## src/rtl/bcd2binary_reverse_dabble.sv

```systemverilog
// Sequential packed-BCD to binary converter (reverse double dabble), one bit per cycle.
// Define BCD2BIN_CHECK_EN to flag digits > 9 early with err instead of converting them.
module bcd2binary_reverse_dabble #(
  parameter int unsigned DIGITS = 3,
  parameter int unsigned BIN_W  = 10
) (
  input  logic                clk,
  input  logic                rst,
  input  logic                start,
  input  logic [4*DIGITS-1:0] bcd_in,
  output logic                busy,
  output logic                done,
  output logic [BIN_W-1:0]    binary_out,
  output logic                err,
  output logic                ovf
);

  localparam int unsigned BcdW = 4 * DIGITS;
  localparam int unsigned CntW = $clog2(BIN_W + 1);
  localparam logic [CntW-1:0] LastIter = CntW'(BIN_W - 1);

  typedef enum logic [1:0] {StIdle, StConv, StDone} state_e;

  state_e              state_q, state_d;
  logic [BcdW-1:0]     bcd_q, bcd_d;
  logic [BIN_W-1:0]    bin_q, bin_d;
  logic [CntW-1:0]     cnt_q, cnt_d;
  logic [BIN_W-1:0]    result_q, result_d;
  logic                ovf_q, ovf_d;
  logic                busy_q, done_q;

  logic [BcdW+BIN_W-1:0] shifted;
  logic [BcdW-1:0]       adj_bcd;
  logic [BIN_W-1:0]      sh_bin;

  // One reverse-dabble step: shift the whole chain right, then pull digits >= 8 back by 3.
  always_comb begin
    shifted = {bcd_q, bin_q} >> 1;
    sh_bin  = shifted[BIN_W-1:0];
    adj_bcd = shifted[BcdW+BIN_W-1:BIN_W];
    for (int i = 0; i < DIGITS; i++) begin
      if (adj_bcd[4*i +: 4] >= 4'd8) begin
        adj_bcd[4*i +: 4] = adj_bcd[4*i +: 4] - 4'd3;
      end
    end
  end

`ifdef BCD2BIN_CHECK_EN
  logic err_q, err_d;
  logic bcd_bad;

  always_comb begin
    bcd_bad = 1'b0;
    for (int i = 0; i < DIGITS; i++) begin
      if (bcd_in[4*i +: 4] > 4'd9) bcd_bad = 1'b1;
    end
  end
`endif

  always_comb begin
    state_d  = state_q;
    bcd_d    = bcd_q;
    bin_d    = bin_q;
    cnt_d    = cnt_q;
    result_d = result_q;
    ovf_d    = ovf_q;
`ifdef BCD2BIN_CHECK_EN
    err_d    = err_q;
`endif

    unique case (state_q)
      StIdle: begin
        if (start) begin
          bcd_d = bcd_in;
          bin_d = '0;
          cnt_d = '0;
`ifdef BCD2BIN_CHECK_EN
          if (bcd_bad) begin
            state_d  = StDone;
            result_d = '0;
            err_d    = 1'b1;
            ovf_d    = 1'b0;
          end else begin
            state_d = StConv;
            err_d   = 1'b0;
          end
`else
          state_d = StConv;
`endif
        end
      end
      StConv: begin
        bcd_d = adj_bcd;
        bin_d = sh_bin;
        cnt_d = cnt_q + CntW'(1);
        if (cnt_q == LastIter) begin
          // Anything left in the BCD side is value >> BIN_W, i.e. an overflow.
          result_d = sh_bin;
          ovf_d    = (adj_bcd != '0);
          state_d  = StDone;
        end
      end
      StDone: begin
        state_d = StIdle;
      end
      default: begin
        state_d = StIdle;
      end
    endcase
  end

  always_ff @(posedge clk or posedge rst) begin
    if (rst) begin
      state_q  <= StIdle;
      bcd_q    <= '0;
      bin_q    <= '0;
      cnt_q    <= '0;
      result_q <= '0;
      ovf_q    <= 1'b0;
      busy_q   <= 1'b0;
      done_q   <= 1'b0;
    end else begin
      state_q  <= state_d;
      bcd_q    <= bcd_d;
      bin_q    <= bin_d;
      cnt_q    <= cnt_d;
      result_q <= result_d;
      ovf_q    <= ovf_d;
      busy_q   <= (state_d != StIdle);
      done_q   <= (state_d == StDone);
    end
  end

`ifdef BCD2BIN_CHECK_EN
  always_ff @(posedge clk or posedge rst) begin
    if (rst) begin
      err_q <= 1'b0;
    end else begin
      err_q <= err_d;
    end
  end

  assign err = err_q;
`else
  assign err = 1'b0;
`endif

  assign busy       = busy_q;
  assign done       = done_q;
  assign binary_out = result_q;
  assign ovf        = ovf_q;

endmodule

```

## config.mk

```make
export PLATFORM = sky130hd
export DESIGN_NAME = bcd2binary_reverse_dabble
export DESIGN_NICKNAME = d
export VERILOG_FILES = /design/src/rtl/bcd2binary_reverse_dabble.sv
export SDC_FILE = /design/constraint.sdc
export NUM_CORES = 1
export LEC_CHECK = 0
export ABC_AREA = 1
export BUFFER_PORTS_ARGS = -buffer_cell sky130_fd_sc_hd__buf_2
export CORE_ASPECT_RATIO = 2
export CORE_MARGIN = 5
export CORE_UTILIZATION = 50
export DETAILED_ROUTE_END_ITERATION = 12
export HOLD_SLACK_MARGIN = 0.1
export MAX_ROUTING_LAYER = met4
export PLACE_DENSITY = 0.81
export SLEW_MARGIN = 10
export SYNTH_ARGS = -nofsm -noshare
export SYNTH_HDL_FRONTEND = slang
export SYNTH_SLANG_ARGS = --single-unit
export TNS_END_PERCENT = 10
```

## constraint.sdc

```tcl
create_clock -name clk -period 1.5 [get_ports clk]
set_clock_uncertainty 0.2 [all_clocks]
set_input_delay 0.075 -clock clk [delete_from_list [all_inputs] [get_ports clk]]
set_output_delay 0.075 -clock clk [all_outputs]
set_load 0.01 [all_outputs]
```

### Yosys cells after proc, flatten, opt, wreduce, memory -nomap -nowiden

Index checks and enable logic that the tools add are counted.

| cells by class | value |
|---|---|
| $add $sub $neg | 4 |
| order comparisons | 3 |
| equal/unequal tests | 4 |
| mux-type cells | 12 |
| reductions and logical operators | 6 |

Operator list:

| operator | number |
|---|---|
| case mux 12 bit (2 select lines) | 1 |
| case mux 10 bit (2 select lines) | 1 |
| 2-to-1 mux 4 bit | 4 |
| 2-to-1 mux 12 bit | 1 |
| nonzero test 12 bit | 1 |
| 2-to-1 mux 10 bit | 1 |
| greater-or-equal comparator 4 bit (second input constant) | 2 |
| case mux 4 bit (2 select lines) | 1 |
| subtractor 4 x 2 -> 4 bit (second input constant) | 2 |
| adder 4 x 1 -> 4 bit (second input constant) | 1 |
| == test 4 bit (second input constant) | 1 |
| greater-or-equal comparator 3 x 4 -> 1 bit (second input constant) | 1 |
| 2-to-1 mux 2 bit | 2 |
| case mux 2 bit (2 select lines) | 1 |
| AND reduction 2 bit | 2 |
| nonzero test 2 bit | 2 |
| subtractor 3 x 2 -> 4 bit (second input constant) | 1 |
| == test 2 x 1 -> 1 bit (second input constant) | 1 |
| == test 2 bit (second input constant) | 1 |
| zero test 2 bit | 1 |
| != test 2 bit (second input constant) | 1 |

| word-level totals | value |
|---|---|
| bits in registers | 41 |
| input port bits | 15 |
| output and inout port bits | 14 |
| logic and storage cells | 37 |

### Longest topological paths before layout

| depth | value |
|---|---|
| depth after elaboration | 4 |
| gate-level depth with buffers | 8 |
| mapped depth without buffers | 8 |

### Worst setup path before layout

Ideal clock, no wire load.

| path | value |
|---|---|
| path kind | register to register |
| from | register bcd_q[1] |
| to | register ovf_q (netlist: ovf) |
| setup time | 0.122 ns |
| arrival | 1.111 ns |
| required time | 1.178 ns |
| path slack | 0.067 ns |
| cell stages (with the launch flop) | 9 |
| buffers on the path | 0 |
| period minus slack after synthesis | 1.433 ns |
| cells stage by stage | dfrtp_1 > inv_1 > ha_1 > inv_1 > nand2_1 > o21ai_0 > nand3_1 > nor2_1 > a21oi_1 |

| on the way | value |
|---|---|
| word-level cells in the longest chain between the ends | 3 |
| elaborated cells on any way between the ends | 4 |
| those cells by class | 1 x add/sub; 1 x order compare; 1 x mux; 1 x reduce/logical |

RTL lines:

| element | RTL line | RTL |
|---|---|---|
| start: declaration | 25 | `logic [BcdW-1:0] bcd_q, bcd_d;` |
| start signal: assignment | 115 | `bcd_q <= '0;` |
| start signal: assignment | 124 | `bcd_q <= bcd_d;` |
| subtractor 4 x 2 -> 4 bit or greater-or-equal comparator 4 bit (tied branches) | 43, 42 |  |
| 2-to-1 mux 4 bit (*) | 42 | `if (adj_bcd[4*i +: 4] >= 4'd8) begin` |
| nonzero test 12 bit (*) | 99 | `ovf_d = (adj_bcd != '0);` |
| end signal: assignment | 128 | `ovf_q <= ovf_d;` |
| end: declaration | 29 | `logic ovf_q, ovf_d;` |

Mark *: on every way between the ends. The rest lies on a longest branch, timed or not.
A chain may end at the register's enable or synchronous reset.

### Worst setup path after layout

| path | value |
|---|---|
| from | register cnt_q[1] |
| to | register ovf_q (netlist: ovf) |

| on the way | value |
|---|---|
| word-level cells in the longest chain between the ends | 2 |

RTL lines:

| element | RTL line | RTL |
|---|---|---|
| start: declaration | 27 | `logic [CntW-1:0] cnt_q, cnt_d;` |
| start signal: assignment | 126 | `cnt_q <= cnt_d;` |
| == test 4 bit | 96 | `if (cnt_q == LastIter) begin` |
| AND reduction 2 bit (no line) | -- |  |

No other way between the ends.

==> impl_metrics.tcl <==
set metrics [dict create \
    io_buffers 27 \
    cap_violations 0 \
    start_util 0.5206 \
    grt_pass1_vias 1617 \
    synthTopCellsByArea "dfrtp_1, nand2_1, inv_1, o221ai_1, o21ai_2" \
    maxSlewViolCount 0 \
    startpoint_type "register" \
    hp-class "in2async" \
    seq_area_frac_synth 0.5274 \
    synth_cell_types 26 \
    avgRoutedWirePerCell_um 14.23 \
    grt_max_degree 41 \
    antenna_left 0 \
    cts_max_level 2 \
    place_inst 280 \
    syn-num-nets 221 \
    synth_top_area_cell "dfrtp_1" \
    drtIter0Drc 50 \
    clkTransAtPathRegs_ps 80 \
    firstDrtPassIters 4 \
    syn2layout_area_growth_pct 31.58 \
    violations "setup timing" \
    die_x_um 53.57 \
    crit_fanout 3 \
    cts_root_buf "clkbuf_8" \
    viasPerCell 5.364 \
    p_leak_nw 1.222 \
    grt_pass1_wl_um 6782 \
    vdd_drop_max_uv 1161 \
    fin_ws_ps -59.15 \
    routed_wirelength_um 4341 \
    reg2reg_from "cnt_q[1]" \
    synth-seq-cells 40 \
    synthMostInstantiatedCell "dfrtp_1" \
    num_io_pins 29 \
    route.detailed.drc 0 \
    finalPower_mw 4.976 \
    clock_sinks 40 \
    max_slew_margin 0.6660 \
    die_area_sq_um 5203 \
    grt-ovfl-total 0 \
    grt_antenna_before_repair 0 \
    syn_inst 200 \
    diodes 0 \
    cp-end-kind "register" \
    gp_congestion 0.8493 \
    outcome "finished, violations left" \
    layout-drive-gt1-share 0.3398 \
    cts_buffer_depth 2 \
    cts_tree "yes" \
    required_ps 1480 \
    die_y_um 97.13 \
    clk_latency_ps 290 \
    crit_arrival_ps 1540 \
    rsz0062_at_grt "yes" \
    instances_no_fill 305 \
    synthArstFlopShare 1.000 \
    whs_ps 229.7 \
    crit_start "cnt_q[1]" \
    post-route-util 0.6850 \
    synth_edf_count 0 \
    dp_hpwl_um 2813 \
    period_share 1.039 \
    max_freq_mhz 641.4 \
    vias 1636 \
    synth_common_cells "dfrtp_1, nand2_1, inv_1" \
    num_rows 31 \
    worst-slew-pin-transition_ps 501.0 \
    ys.warnings.count 0 \
    netlist_area_sq_um 1898 \
    period_minus_slack_ps 1559 \
    grt_use_total 0.1787 \
    syn_avg_cell_area_sq_um 9.490 \
    finalHoldViolations 0 \
    cts_buffers 5 \
    synth.top_cell.area_share 0.5274 \
    core_sq_um 3646 \
    setup_viol 1 \
    powerDensity_nw_per_um2 1992 \
    synth_flop_cell "dfrtp_1" \
    worstSetupPathType "reg2reg" \
    nNetsFinal 276 \
]
through the flow:
stage	worst slack, ps	area (sq um)	TNS [ps]
final	-59.15	2497	-59.15
after detailed placement	-45.55	2137	-67.12
after CTS	-28.00	2397	-28.00
after floorplan	67.21	1898	0
after global placement	15.19	2137	0
after global routing	-112.3	2497	-406.7
layout make-up:
type / count / area (sq um)
fillers: 300 / 1149
clock inverters: 3 / 42.54
repair buffers: 59 / 424.2
inverters: 36 / 140.1
flip-flops and latches: 40 / 1002
multi-input cells: 113 / 758.2
well taps: 49 / 61.31
clock buffers: 5 / 68.82
cells by family (layout without fill, tap and decap cells):
| logic type | Yosys count | in the layout | synth area share |
|---|---|---|---|
| AND/OR/NAND/NOR | 67 | 67 | 0.1694 |
| multiplexers | 1 | 1 | 0.005274 |
| buffers and inverters | 47 | 103 | 0.1081 |
| adder cells (fa/ha/maj) | 6 | 6 | 0.03955 |
| other | 1 | 1 | 0.001976 |
| flip-flops | 40 | 40 | 0.5274 |
| AO/OA/AOI/OAI | 38 | 38 | 0.1483 |
power breakdown:
group          leakage, nW  total [mW]  switching, mW  internal (mW)
Sequential           0.505        1.78          0.262           1.51
Clock               0.0541       0.881          0.389          0.492
Combinational        0.662        2.32           1.32          0.997
Total                 1.22        4.98           1.97           3.00
worst paths after layout:
check	to	slack, ps	depth (start not counted)
max	ovf	-60	8
min	binary_out[0]	230	4
max reg2reg	ovf	-60	8
min reg2reg	binary_out[9]	280	2
max in group asynchronous	bcd_q[8]	500	4
min in group clk	binary_out[9]	280	2
placed cells by master (no fill, tap or decap), types with 2 or more instances in the layout:
cell type      count
ha_1               2
a21oi_1            4
clkbuf_8           5
nor2_1             7
o22ai_1           10
ha_4               3
nand2_1           30
dlygate4sd3_1     14
dfrtp_1           39
inv_1             30
nand2_2            7
o221ai_1          11
buf_2             26
buf_4             15
nand4_1           10
nand3_1            8
buf_6              3
inv_2              4
inv_4              2
o21ai_2           11
registers in the layout (all words and copies together), names as in the netlist:
register	cells
bcd_q	12
binary_out	10
bin_q	9
cnt_q	4
state_q	2
busy	1
done	1
ovf	1
layer usage:
metal,part of all wire,vias to the layer above,GRT usage
met1,0.36,800,0.1857
met5,0,-,-
met4,0.041,0,0.1220
li1,-,771,-
met3,0.039,16,0.02151
met2,0.56,49,0.2961
timing repair:
item	4_1_cts	5_1_grt
endpoints found under the hold margin	52	0
endpoints found under the setup margin	11	21
resized for setup	4	23
hold buffers	14	0
pin swaps	0	9
setup buffers	0	3
worst max-delay path, cell delays in order (launching register included):
cell      delay (ps)
dfrtp_1          400
inv_2             90
ha_4             140
nand3b_4          90
nor2_4           170
buf_6            130
nand2_2           50
nor2_1           110
a21oi_1           70
(Power assumes the default switching activity.)
